==> src/rtl/pipe_stage_skid.sv <==
// Two-entry pipeline register with a skid slot: in_ready depends only on registered state,
// so upstream never sees a combinational path from out_ready.
module pipe_stage_skid #(
  parameter int DATA_W              = 32,
  parameter int NLANES              = 2,
  parameter int RD_W                = 5,
  parameter int CTRL_W              = 4,
  parameter int ZERO_CTRL_ON_BUBBLE = 1
) (
  input  logic                     clk,
  input  logic                     reset,
  input  logic                     flush,
  input  logic                     in_valid,
  output logic                     in_ready,
  input  logic [NLANES*DATA_W-1:0] in_data,
  input  logic [RD_W-1:0]          in_rd,
  input  logic [CTRL_W-1:0]        in_ctrl,
  output logic                     out_valid,
  input  logic                     out_ready,
  output logic [NLANES*DATA_W-1:0] out_data,
  output logic [RD_W-1:0]          out_rd,
  output logic [CTRL_W-1:0]        out_ctrl,
  output logic [1:0]               occupancy
);

  localparam int DW      = NLANES * DATA_W;
  localparam int ENTRY_W = DW + RD_W + CTRL_W;

  // Handshake: a transfer happens on a rising edge where valid and ready are both high.
  // The source holds its entry stable until it is taken; ready never depends on valid.
  typedef enum logic [1:0] {
    ST_EMPTY = 2'd0,
    ST_ONE   = 2'd1,
    ST_TWO   = 2'd2
  } state_t;

  state_t               r_state;
  state_t               w_state_nxt;
  logic [ENTRY_W-1:0]   r_main;
  logic [ENTRY_W-1:0]   r_skid;
  logic [ENTRY_W-1:0]   w_in_entry;
  logic                 w_in_fire;
  logic                 w_out_fire;
  logic                 w_load_main_in;
  logic                 w_load_main_skid;
  logic                 w_load_skid;

  assign w_in_entry = {in_data, in_rd, in_ctrl};
  assign w_in_fire  = in_valid & in_ready;
  assign w_out_fire = out_valid & out_ready;

  always_ff @(posedge clk or posedge reset) begin
    if (reset) begin
      r_state <= ST_EMPTY;
    end else begin
      r_state <= w_state_nxt;
    end
  end

  always_comb begin
    w_state_nxt = r_state;
    if (flush) begin
      w_state_nxt = ST_EMPTY;
    end else begin
      case (r_state)
        ST_EMPTY: if (w_in_fire) w_state_nxt = ST_ONE;
        ST_ONE: begin
          if (w_in_fire && !w_out_fire)      w_state_nxt = ST_TWO;
          else if (!w_in_fire && w_out_fire) w_state_nxt = ST_EMPTY;
        end
        ST_TWO:   if (w_out_fire) w_state_nxt = ST_ONE;
        default:  w_state_nxt = ST_EMPTY;
      endcase
    end
  end

  always_comb begin
    in_ready  = 1'b1;
    out_valid = 1'b0;
    occupancy = 2'd0;
    case (r_state)
      ST_ONE: begin
        out_valid = 1'b1;
        occupancy = 2'd1;
      end
      ST_TWO: begin
        in_ready  = 1'b0;
        out_valid = 1'b1;
        occupancy = 2'd2;
      end
      default: ;
    endcase
  end

  // Flush suppresses every load; the head keeps its last contents as a visible bubble.
  assign w_load_main_in   = !flush && w_in_fire &&
                            ((r_state == ST_EMPTY) || ((r_state == ST_ONE) && w_out_fire));
  assign w_load_skid      = !flush && w_in_fire && (r_state == ST_ONE) && !w_out_fire;
  assign w_load_main_skid = !flush && (r_state == ST_TWO) && w_out_fire;

  always_ff @(posedge clk or posedge reset) begin
    if (reset) begin
      r_main <= '0;
      r_skid <= '0;
    end else begin
      if (w_load_main_in) begin
        r_main <= w_in_entry;
      end else if (w_load_main_skid) begin
        r_main <= r_skid;
      end
      if (w_load_skid) begin
        r_skid <= w_in_entry;
      end
    end
  end

  assign out_data = r_main[ENTRY_W-1 -: DW];
  assign out_rd   = r_main[CTRL_W +: RD_W];

  always_comb begin
    out_ctrl = r_main[CTRL_W-1:0];
    if ((ZERO_CTRL_ON_BUBBLE != 0) && !out_valid) begin
      out_ctrl = '0;
    end
  end

endmodule

==> config.mk <==
export PLATFORM = sky130hd
export DESIGN_NAME = pipe_stage_skid
export DESIGN_NICKNAME = d
export VERILOG_FILES = /design/src/rtl/pipe_stage_skid.sv
export SDC_FILE = /design/constraint.sdc
export NUM_CORES = 1
export LEC_CHECK = 0
export CORE_MARGIN = 1
export CORE_UTILIZATION = 55
export CTS_CLUSTER_SIZE = 24
export DETAILED_ROUTE_END_ITERATION = 16
export PLACE_DENSITY = 0.83
export REMOVE_ABC_BUFFERS = 1
export SETUP_SLACK_MARGIN = 0.4
export SYNTH_ARGS = -nofsm -noshare
export SYNTH_HDL_FRONTEND = slang
export SYNTH_SLANG_ARGS = --single-unit
==> constraint.sdc <==
create_clock -name clk -period 13.3 [get_ports clk]
set_clock_uncertainty 0.1 [all_clocks]
set_input_delay 2.66 -clock clk [delete_from_list [all_inputs] [get_ports clk]]
set_output_delay 2.66 -clock clk [all_outputs]
set_load 0.02 [all_outputs]
* Word level (Yosys, flattened, before mapping)
Index checks and enable logic that the tools add are counted.
** Word-level totals
- Output and inout port bits :: 77
- Register bits after elaboration :: 148
- Input bits :: 78
- Word-level logic and storage cells :: 39
** Operators by class
- Reductions and logical operators :: 17
- Eq/ne operators :: 5
- Bitwise gates (word level) :: 2
- Mux-type cells :: 12
** Operators with widths (number)
- two-way mux 73 bit :: 2
- two-way mux 2 bit :: 5
- logical AND 1 bit :: 9
- inequality test 3 bit, second input constant :: 2
- one-hot mux 2 bit (3 select lines) :: 1
- two-way mux 4 bit :: 1
- inequality test 4 bit, second input constant :: 1
- one-hot mux 2 bit (2 select lines) :: 1
- logical NOT 1 bit :: 3
- AND reduction 3 bit :: 1
- AND 1 bit :: 2
- equality test 2 x 1 -> 1 bit, second input constant :: 1
- equality test 2 bit, second input constant :: 1
- logical NOT 2 bit :: 1
- two-way mux 1 bit :: 2
- nonzero test 2 bit :: 1
- OR reduction 2 bit :: 1
- logical OR 1 bit :: 1

* Depth between registers and ports, before layout
Gate-level depths: netlist of the first run.
- Depth after elaboration :: 9
- Depth in mapped cells :: 9
- Depth with buffers taken out :: 6

* Worst setup path before layout of the first run
No wires, ideal clock.
- Path kind :: reg-to-output
- From :: register r_state[0]
- To :: output port out_ctrl[0]
- Stages on the path, launching flop included :: 4
- Data required time :: 10.540 ns
- Data arrival time :: 1.223 ns
- Buffers on the path :: 0
- Slack :: 9.317 ns
- Path through :: dfrtp_1 > inv_1 > ha_1 > and2_1
** On the way
- Longest elaborated chain between the ends :: 4
- Elaborated cells on any way between the ends :: 5
- Classes of those cells :: eq/ne (2); mux (2); reduce/logical (1)
** RTL lines
- from (decl) :: RTL line 37 : state_t r_state;
- from (signal assigned) :: RTL line 56 : r_state <= w_state_nxt;
- equality test 2 x 1 -> 1 bit or equality test 2 bit (tied branches) :: RTL line 81 : case (r_state)
- OR reduction 2 bit (no source line) *
- two-way mux 1 bit * :: RTL line 81
- named net out_valid :: RTL line 18 : output logic out_valid,
- two-way mux 4 bit * :: RTL line 122 : if ((ZERO_CTRL_ON_BUBBLE != 0) && !out_valid) begin
- to (decl) :: RTL line 22 : output logic [CTRL_W-1:0] out_ctrl,
The timed path passes the listed nets; every way through them passes the cells marked *.

* Worst setup path after layout of the first run
- From :: register r_state[0]
- To :: output port out_ctrl[1]
** On the way
- Longest elaborated chain between the ends :: 4
- Elaborated cells on any way between the ends :: 5
- Classes of those cells :: eq/ne (2); mux (2); reduce/logical (1)
** RTL lines (RTL line)
- equality test 2 x 1 -> 1 bit or equality test 2 bit (tied branches) :: 81
- OR reduction 2 bit (no source line) *
- two-way mux 1 bit * :: 81
- two-way mux 4 bit * :: 122
Every way passes the cells marked *; elsewhere a longest branch is shown, timed or not.

==> summary.txt, run 1 <==
Status
  – Outcome: finished, final reports clean

STA
  – Endpoints failing hold: 0
  – Final setup TNS: 0 ns
  – Top achievable clock speed: 0.202 GHz
  – Slew @ Worst Pin: 1.00 ns
  – Final setup vio count: 0
  – Slew margin rel.: 0.333
  – RSZ-0062 raised after global routing: false
  – Final min period: 4.95 ns
  – Max-slew violation count: 0
  – Part of the cycle the worst path needs: 0.372

Clocking
  – Root buffer cell: clkbuf_16
  – Clock latency on the worst-skew pair: 0.41 ns
  – Clock Sink Count: 148
  – Hold buffer count at cts: 0
  – # H-tree levels: 4
  – CTS tree: done
  – Number of CTS-inserted buffers: 17
  – CTS Buffer Depth: 2
  – Clk pin slew, worst setup/hold paths: 0.05 ns
  – Resize count post-CTS: 0
  – Setup Buffers After CTS: 0

Placement
  – Number of port buffers: 154
  – DP HPWL: 8420 um
  – RD Place Congestion: 0.759

Routing
  – WL/cell: 16.2 um
  – DRT iter0 DRCs: 304
  – TritonRoute pass-1 iters: 4
  – Vias per cell: 5.21
  – Post-route ant nets: 0
  – Total Wirelength: 13300 um
  – Drt drc: 0
  – Vias: 4299

Power
  – Tot Pwr: 0.00199 W
  – Peak VDD IR: 0.000134 V
  – Pwr Density: 233 nW/um2
  – Leak: 4.07 nW

Synthesis
  – Synth Register Bits: 148
  – Async set-reset flop share out of synthesis: 1.00
  – Mapped cell area: 6860 um2
  – Unique masters post-synth: 22
  – Seq/Total Area, Yosys: 0.540
  – Prevailing post-synth register cell: dfrtp_1
  – Post-synth EDFFs: 0
  – Yosys warns: 0
  – Top post-synthesis cells by area: dfrtp_1 54%, mux2_2 12%, mux2i_1 11%
  – Synth top area share: 0.540
  – Largest area contributor in the netlist: dfrtp_1
  – Avg Cell Area, Syn: 12.1 um2
  – Syn Inst Count: 567

Finish
  – Antenna diode count: 0
  – Number of fill cells: 842
  – Share of layout cells above drive strength 1: 0.172
  – Synth-to-Final Area Change: 24.1%
  – Nets@finish: 728

Hold path
  – Worst hold path class: reg -> reg
  – Hold Path Origin: r_skid[14]

Die
  – I/O Pins: 155
  – Die W: 114 um
  – Die area: 12900 um2
  – Chip height: 114 um
  – FP Rows: 40
  – Initial core utilization: 0.569
  – Core area: 12100 um2

Worst setup path
  – Kind of critical path: reg -> out
  – Worst Path Max Fanout: 7
  – R2R setup slack: 10.25 ns
  – Critical Path RT: 10.54 ns
  – Startpoint Class: register
  – Launching point of the worst reg2reg path: r_state[0]
  – CP Data Arrival Time: 2.19 ns
  – CP startpoint: r_state[0]
  – CP max stage delay: 0.63 ns
  – Critical Path End Type: primary output
  – CP max-delay cell: clkdlybuf4s50_1
  – CP Cell Sequence: inv_1, ha_1, and2_1, clkdlybuf4s50_1

Global route
  – Maximum number of pins on one net before global-route repair: 81
  – Grt ovf: 0
  – Antenna violations before repair: 0
  – GRT Overall Usage: 0.219
  – Global-route wire length before repair: 22000 um
  – Number of global-route vias before repair: 4519

Job
  – Maxcap violations: 0
## sequential cells by signal, indices dropped and copies added (netlist names)
signal and count:
r_main 73, r_skid 73, r_state 2
## critical path: cells and delay by family (launching register included)
family / cells / cell delay, ns
DFF: 1 / 0.42
buffers and inverters: 2 / 0.76
adders and majority gates: 1 / 0.42
and+or+nand+nor: 1 / 0.17
## final cells by class
| class | count | area, um2 | share of cell area |
|---|---|---|---|
| clock buffers | 22 | 464 | 0.0545 |
| clock inverters | 10 | 130 | 0.0153 |
| inverters | 4 | 20.0 | 0.00235 |
| multi-input cells | 314 | 2410 | 0.283 |
| flip-flops and latches | 148 | 3700 | 0.435 |
| well taps | 168 | 210 | 0.0247 |
| repair buffers | 159 | 1580 | 0.185 |
## final timing paths
kind,to,cells after the start
worst min-delay path,r_skid[14],1
worst min register to register,r_skid[14],1
min in group asynchronous,r_main[6],2
max in group asynchronous,r_main[40],3
worst max-delay path,out_ctrl[1],4
worst max register to register,r_main[54],8
## per-stage QoR
stage               setup WS [ns]  hold WS (ns)  utilization  cell area (um2)  cells
CTS                          8.32         0.404        0.706             8510    825
global placement             8.14         0.385        0.657             7920    793
floorplan                    2.30         0.379            -             6100    466
detailed placement           8.01         0.392        0.657             7920    793
global route                 8.23         0.416        0.706             8510    825
finish                       8.35         0.404        0.706             8510    825
## cell families after synthesis
family / after synthesis / synth area share
adder cells (fa/ha/maj): 6 / 0.0109
AND/OR/NAND/NOR: 84 / 0.0498
AO/OA/AOI/OAI: 76 / 0.0569
buffers and inverters: 105 / 0.113
flip-flops: 148 / 0.540
multiplexers: 148 / 0.229
## layer usage
layer,GRT usage,share of wire
met4,0.0895,0.021
met1,0.276,0.43
met3,0.0574,0.055
met2,0.361,0.49
met5,0,0
## Yosys cell counts (2+ instances only)
cell      number
nor2_1         2
inv_1          4
ha_1           6
nand2_1       73
dfrtp_1      148
clkbuf_1       6
and2_1         4
mux2i_1       74
buf_6         13
o21ai_1       70
buf_4         72
mux2_2        74
o21ai_0        3
buf_2         10
## power by group
part	total [W]	switching (W)	leakage (nW)	internal (W)
registers	0.000786	0.000117	1.81	0.000669
logic	0.000724	0.000345	1.97	0.000379
clock network	0.000477	0.000174	0.290	0.000303
## placed cells by master, fill, tap and decap left out, drive strengths merged
| cell type | synthesis | layout |
|---|---|---|
| clkdlybuf4s50 | 0 | 154 |
| dfrtp | 148 | 148 |
| mux2 | 74 | 74 |
| mux2i | 74 | 74 |
| nand2 | 74 | 74 |
| o21ai | 73 | 73 |
| clkbuf | 6 | 22 |
| ha | 6 | 6 |
| clkinv | 0 | 5 |
| buf | 95 | 5 |
| and2 | 4 | 4 |
| inv | 4 | 4 |
| bufinv | 0 | 3 |
| nor2 | 2 | 2 |
| clkinvlp | 0 | 2 |
| nand2b | 1 | 1 |
| nand4bb | 1 | 1 |
| a31oi | 1 | 1 |
| nor3 | 1 | 1 |
| or3 | 1 | 1 |
| a222oi | 1 | 1 |
| o32ai | 1 | 1 |
(Power assumes the default switching activity.)
==> run 2, diff against run 1 <==
CORE_UTILIZATION = 51   (was 55)
PLACE_DENSITY = 0.78   (was 0.83)
clock period = 5 ns   (was 13.3 ns; I/O delays follow)
==> run 2 against run 1 <==
Hold slack gained 0.00078 ns; worst setup slack lost 6.6 ns; combinational power increased to 2.6 times the previous value; critical endpoint is now out_ctrl[2]; clock-buffer cell count rose by 1; critical path depth unchanged; non-clock buffer count grew 1.
==> summary.txt, run 2 (synthesized netlist as in run 1, its figures left out) <==
Status
  – Outcome: finished, final reports clean

Power
  – Peak VDD IR: 0.000318 V (+140%)
  – Pwr Density: 631 nW/um2 (+170%)
  – Leak: 4.11 nW (+1.0%)

Placement
  – RD Place Congestion: 0.781 (+2.8%)
  – DP HPWL: 8340 um (-0.93%)
  – Number of port buffers: 154 (unchanged)
  – Post-DP Area: 7950 um2 (+0.38%)

Finish
  – Antenna diode count: 0 (unchanged)
  – Nets@finish: 729 (+0.14%)
  – Largest regs: r_main: 73 flops, r_skid: 73 flops, r_state: 2 flops
  – Sequential Area: 3700 um2 (unchanged)
  – Share of layout cells above drive strength 1: 0.175 (+0.00278)
  – Number of fill cells: 988 (+17%)
  – Commonest non-fill, non-tap cell in the layout: clkdlybuf4s50_1
  – Final Cell Area: 8610 um2 (+1.1%)
  – Synth-to-Final Area Change: 25.5%
  – Commonest non-fill, non-tap cells in the layout: 154 x clkdlybuf4s50_1, 148 x dfrtp_1, 74 x mux2_2, 74 x mux2i_1, 73 x nand2_1
  – Area occupied by multi-input gates: 2410 um2 (unchanged)

Worst setup path
  – CP max-delay cell: clkdlybuf4s50_1
  – Critical Path RT: 3.90 ns (-6.64 ns)
  – CP Data Arrival Time: 2.17 ns (-0.02 ns)
  – R2R setup slack: 1.97 ns (-8.28 ns)
  – Worst Path Max Fanout: 7 (unchanged)
  – CP max stage delay: 0.61 ns (-0.02 ns)
  – Reg2reg end: r_skid[38]
  – R2R depth: 6 (-2)
  – Critical Path End Type: primary output
  – Startpoint Class: register
  – Crit path buffers/inverters: 2 (unchanged)
  – Launching point of the worst reg2reg path: r_state[0]
  – Kind of critical path: reg -> out
  – CP Cell Sequence: inv_1, ha_1, and2_1, clkdlybuf4s50_1
  – CP startpoint: r_state[0]
  – CP delay by family, top: buffers and inverters

Routing
  – Vias: 4285 (-0.33%)
  – WL/cell: 15.8 um (-2.0%)
  – Total Wirelength: 13200 um (-0.96%)
  – Drt drc: 0 (unchanged)
  – TritonRoute pass-1 iters: 4 (unchanged)
  – DRT iter0 DRCs: 229 (-25%)
  – Vias per cell: 5.14 (-1.4%)
  – Post-route ant nets: 0 (unchanged)

Die
  – FP Rows: 42 (+5.0%)
  – Chip height: 118 um (+3.8%)
  – Die W: 118 um (+3.8%)
  – Die area: 13900 um2 (+7.7%)
  – Core area: 13200 um2 (+9.4%)
  – Initial core utilization: 0.520 (-0.0487)
  – I/O Pins: 155 (unchanged)

STA
  – Final setup TNS: 0 ns (unchanged)
  – Final min period: 3.27 ns
  – Max-slew violation count: 0 (unchanged)
  – Endpoints failing hold: 0 (unchanged)
  – Slew margin rel.: 0.378 (+0.0451)
  – Slew @ Worst Pin: 0.931 ns (-0.0697 ns)
  – Top achievable clock speed: 0.306 GHz
  – RSZ-0062 raised after global routing: false
  – Part of the cycle the worst path needs: 0.654
  – Fin Hold WS: 0.404 ns (+0.000779 ns)
  – Final setup vio count: 0 (unchanged)

Global route
  – Number of global-route vias before repair: 4519 (unchanged)
  – Maximum number of pins on one net before global-route repair: 147 (+81%)
  – GRT Overall Usage: 0.203 (-0.0160)
  – Grt ovf: 0 (unchanged)
  – Antenna violations before repair: 0 (unchanged)
  – Global-route wire length before repair: 22300 um (+1.6%)

Clocking
  – Root buffer cell: clkbuf_16
  – Number of CTS-inserted buffers: 17 (unchanged)
  – CTS tree: done
  – Hold buffer count at cts: 0 (unchanged)
  – Clock latency on the worst-skew pair: 0.41 ns (about the same)
  – Clk pin slew, worst setup/hold paths: 0.06 ns (about the same)
  – # H-tree levels: 4 (unchanged)
  – Setup Buffers After CTS: 0 (unchanged)
  – Clock Sink Count: 148 (unchanged)
  – Resize count post-CTS: 0 (unchanged)
  – CTS Buffer Depth: 2 (unchanged)

Hold path
  – Hold Path Origin: r_skid[32]
  – Worst hold path class: reg -> reg
  – Hold EP: r_skid[32]
  – WHS Path Cells: 1 (unchanged)

Job
  – Maxcap violations: 0 (unchanged)
run 2: cell types whose count changed in the layout (fill, tap and decap cells not counted):
cell	delta
bufinv_16	+2
clkbuf_8	+2
clkinv_2	-2
buf_12	+1
clkbuf_1	-1
clkinvlp_4	-1
run 2: final cells by class:
cell class                 count  area share
tap                          176      0.0256
inverter                       4     0.00232
clock buffer                  23      0.0567
multi-input combinational    314       0.280
sequential                   148       0.430
timing repair buffer         160       0.186
clock inverter                 9      0.0201
run 2: worst max-delay path by stage:
stage,to,slack (ns),cells after the start
6_report,out_ctrl[2],1.73,4
3_5_place_dp,r_skid[12],1.33,5
2_1_floorplan,r_main[69],-4.34,2
5_1_grt,out_ctrl[2],1.63,4
3_3_place_gp,r_skid[12],1.37,5
4_1_cts,out_ctrl[2],1.74,4
run 2: layer usage:
| metal | track usage | vias up | routed length, um |
|---|---|---|---|
| li1 | - | 2016 | - |
| met1 | 0.262 | 2123 | 5910 |
| met2 | 0.324 | 128 | 6390 |
| met3 | 0.0572 | 18 | 682 |
| met4 | 0.0817 | 0 | 227 |
| met5 | 0 | - | 0 |
run 2: power breakdown:
group          total, W  internal (W)  leakage [nW]  switching, W
Combinational   0.00191       0.00101          1.97      0.000901
Sequential      0.00211       0.00178          1.81      0.000330
Clock           0.00141      0.000936         0.323      0.000471
run 2: per-stage QoR:
| stage | setup slack (ns) | total power, W | cells | util |
|---|---|---|---|---|
| detailed placement | 1.33 | 0.00404 | 802 | 0.603 |
| CTS | 1.74 | 0.00547 | 834 | 0.653 |
| finish | 1.73 | 0.00543 | 834 | 0.653 |
| global placement | 1.37 | 0.00394 | 802 | 0.603 |
| global route | 1.63 | 0.00572 | 834 | 0.653 |
| floorplan | -4.34 | 0.00320 | 466 | - |
==> run 3, diff against run 2 <==
CORE_UTILIZATION = 46   (was 51)
PLACE_DENSITY = 0.74   (was 0.78)
clock period = 2.9 ns   (was 5 ns; I/O delays follow)
==> run 3 against run 2 <==
Sequential share of layout area up 0.050 points; power up 64%; combinational power up 73%; clock-buffer cell count up 3; register-to-register slack worse by 1.4 ns; cell count up 1.4%; worst setup slack worse by 1.3 ns; die area up 11%; largest power group unchanged.
==> summary.txt, run 3 (synthesized netlist as in run 1, its figures left out) <==
STA
  – RSZ-0062 raised after global routing: true
  – Fin Hold WS: 0.404 ns (-0.000179 ns)
  – Final setup vio count: 0 (unchanged)
  – Max-slew violation count: 0 (unchanged)
  – Slew margin rel.: 0.624 (+0.246)
  – Setup WS post-layout: 0.440 ns (-1.29 ns)
  – Top achievable clock speed: 0.406 GHz
  – Part of the cycle the worst path needs: 0.848
  – Final min period: 2.46 ns
  – Slew @ Worst Pin: 0.564 ns (-0.367 ns)
  – Endpoints failing hold: 0 (unchanged)

Worst setup path
  – CP startpoint: r_state[0]
  – Critical Path RT: 2.22 ns (-1.68 ns)
  – Critical Path End Type: primary output
  – R2R depth: 7 (+1)
  – Launching point of the worst reg2reg path: r_state[0]
  – CP Data Arrival Time: 1.78 ns (-0.39 ns)
  – R2R setup slack: 0.62 ns (-1.35 ns)
  – CP max-delay cell: dfrtp_1
  – CP Cell Sequence: inv_1, ha_2, and2_1, clkdlybuf4s15_2
  – Reg2reg end: r_main[51]
  – Startpoint Class: register
  – Worst Path Max Fanout: 7 (unchanged)
  – Kind of critical path: reg -> out
  – CP max stage delay: 0.41 ns (-0.20 ns)

Power
  – Clock power frac: 0.225 (-0.034)
  – Pwr Density: 1040 nW/um2 (+65%)
  – Peak VDD IR: 0.000477 V (+50%)
  – Leak: 4.12 nW (+0.36%)
  – P_int: 0.00603 W (+62%)
  – Tot Pwr: 0.00893 W (+64%)
  – NetSw: 0.00290 W (+70%)
  – Switch share: 0.324 (+0.0109)
  – Combinational power share: 0.371 (+0.019)
  – Sequential power share: 0.404 (+0.015)

Clocking
  – Clock latency on the worst-skew pair: 0.41 ns (about the same)
  – Clk pin slew, worst setup/hold paths: 0.06 ns (about the same)
  – CTS tree: done
  – # H-tree levels: 4 (unchanged)
  – Number of CTS-inserted buffers: 17 (unchanged)
  – Clock Sink Count: 148 (unchanged)
  – Root buffer cell: clkbuf_16
  – CTS Buffer Depth: 2 (unchanged)

Placement
  – DP Worst Slack: 0.473 ns (-0.853 ns)
  – RD Place Congestion: 0.743 (-4.9%)
  – DP HPWL: 8400 um (+0.64%)
  – Number of port buffers: 154 (unchanged)
  – Post-DP Area: 8040 um2 (+1.1%)

Finish
  – Commonest non-fill, non-tap cell in the layout: dfrtp_1
  – Synth-to-Final Area Change: 25.4%
  – Area occupied by multi-input gates: 2410 um2 (+0.10%)
  – Number of fill cells: 1187 (+20%)
  – Nets@finish: 733 (+0.55%)
  – Final Cell Area: 8600 um2 (-0.12%)
  – Largest regs: r_main: 73 flops, r_skid: 73 flops, r_state: 2 flops
  – Sequential Area: 3700 um2 (unchanged)
  – Commonest non-fill, non-tap cells in the layout: 148 x dfrtp_1, 147 x clkdlybuf4s50_1, 74 x mux2_2, 74 x mux2i_1, 73 x nand2_1
  – Share of layout cells above drive strength 1: 0.184 (+0.00952)
  – Antenna diode count: 0 (unchanged)

Routing
  – Vias: 4283 (-0.047%)
  – Post-route ant nets: 0 (unchanged)
  – Met2 WL: 6300 um (-1.3%)
  – Met1 wire length: 5840 um (-1.2%)
  – DRT iter0 DRCs: 201 (-12%)
  – TritonRoute pass-1 iters: 4 (unchanged)
  – WL/cell: 15.5 um (-1.9%)
  – Total Wirelength: 13200 um (-0.48%)
  – Drt drc: 0 (unchanged)
  – WL met3: 746 um (+9.4%)
  – Uppermost layer routed: met4
  – Vias per cell: 5.06 (-1.5%)

Hold path
  – Worst hold path class: reg -> reg
  – WHS Path Cells: 1 (unchanged)
  – Hold Path Origin: r_skid[15]
  – Hold EP: r_skid[15]

Job
  – Maxcap violations: 0 (unchanged)

Die
  – Die area: 15400 um2 (+11%)
  – I/O Pins: 155 (unchanged)
  – FP Rows: 44 (+4.8%)
  – Chip height: 124 um (+5.2%)
  – Core area: 14500 um2 (+10%)
  – Die W: 124 um (+5.2%)
  – Initial core utilization: 0.472 (-0.0481)

Global route
  – Antenna violations before repair: 0 (unchanged)
  – GRT Overall Usage: 0.175 (-0.0283)
  – Number of global-route vias before repair: 4267 (-5.6%)
  – Grt ovf: 0 (unchanged)
  – Maximum number of pins on one net before global-route repair: 77 (-48%)
  – Global-route wire length before repair: 20500 um (-7.9%)

Status
  – Outcome: finished, final reports clean
-- run 3: changes by cell type in the layout (fill, tap and decap cells not counted), sizes merged, moves of 2 or more --
cell	change
clkdlybuf4s50	-7
clkdlybuf4s15	+2
clkbuf	+5
bufinv	-5
dlygate4sd2	+2
buf	+4
-- run 3: area by class of cell --
| cell class | count | share of cell area |
|---|---|---|
| clock inverters | 6 | 0.00509 |
| well taps | 184 | 0.0268 |
| multi-input cells | 314 | 0.280 |
| clock buffers | 26 | 0.0592 |
| inverters | 4 | 0.00233 |
| flip-flops and latches | 148 | 0.431 |
| repair buffers | 164 | 0.196 |
-- run 3: worst max-delay path: cells and delay by family, from the launching register on --
family	cells	cell delay, ns
simple gates	1	0.17
fa+ha+maj	1	0.41
buf+inv	2	0.38
flops	1	0.41
-- run 3: how the worst max path moves through the flow --
stage	endpoint	slack, ns	depth (start not counted)
global placement	out_ctrl[3]	0.52	4
CTS	out_ctrl[2]	0.35	4
finish	out_ctrl[3]	0.44	4
detailed placement	r_main[62]	0.47	5
floorplan	r_main[69]	-6.35	5
global route	out_ctrl[3]	0.35	4
-- run 3: power groups by stage --
stage	Clock (W)	Combinational [W]	Sequential, W
6_report	0.00201	0.00331	0.00360
5_1_grt	0.00217	0.00359	0.00373
4_1_cts	0.00207	0.00335	0.00361
3_5_place_dp	0	0.00334	0.00364
3_3_place_gp	0	0.00325	0.00357
2_1_floorplan	0	0.00143	0.00408
-- run 3: metal layers --
layer | vias up | global-route usage
met3 | 22 | 0.0458
li1 | 2041 | -
met1 | 2098 | 0.221
met2 | 122 | 0.280
met4 | 0 | 0.0818
met5 | - | 0
-- run 3: per-stage QoR --
stage	instances	utilization	TNS, ns
2_1_floorplan	466	-	-806.06
3_3_place_gp	812	0.553	0
3_5_place_dp	812	0.553	0
4_1_cts	844	0.591	0
5_1_grt	846	0.592	0
6_report	846	0.592	0
-- run 3: repair_timing --
item | in CTS | in global routing
gates resized for setup | 12 | 4
pin swaps | 0 | 0
hold buffers | 0 | 0
setup buffers | 0 | 2
setup endpoints to repair | 6 | 5
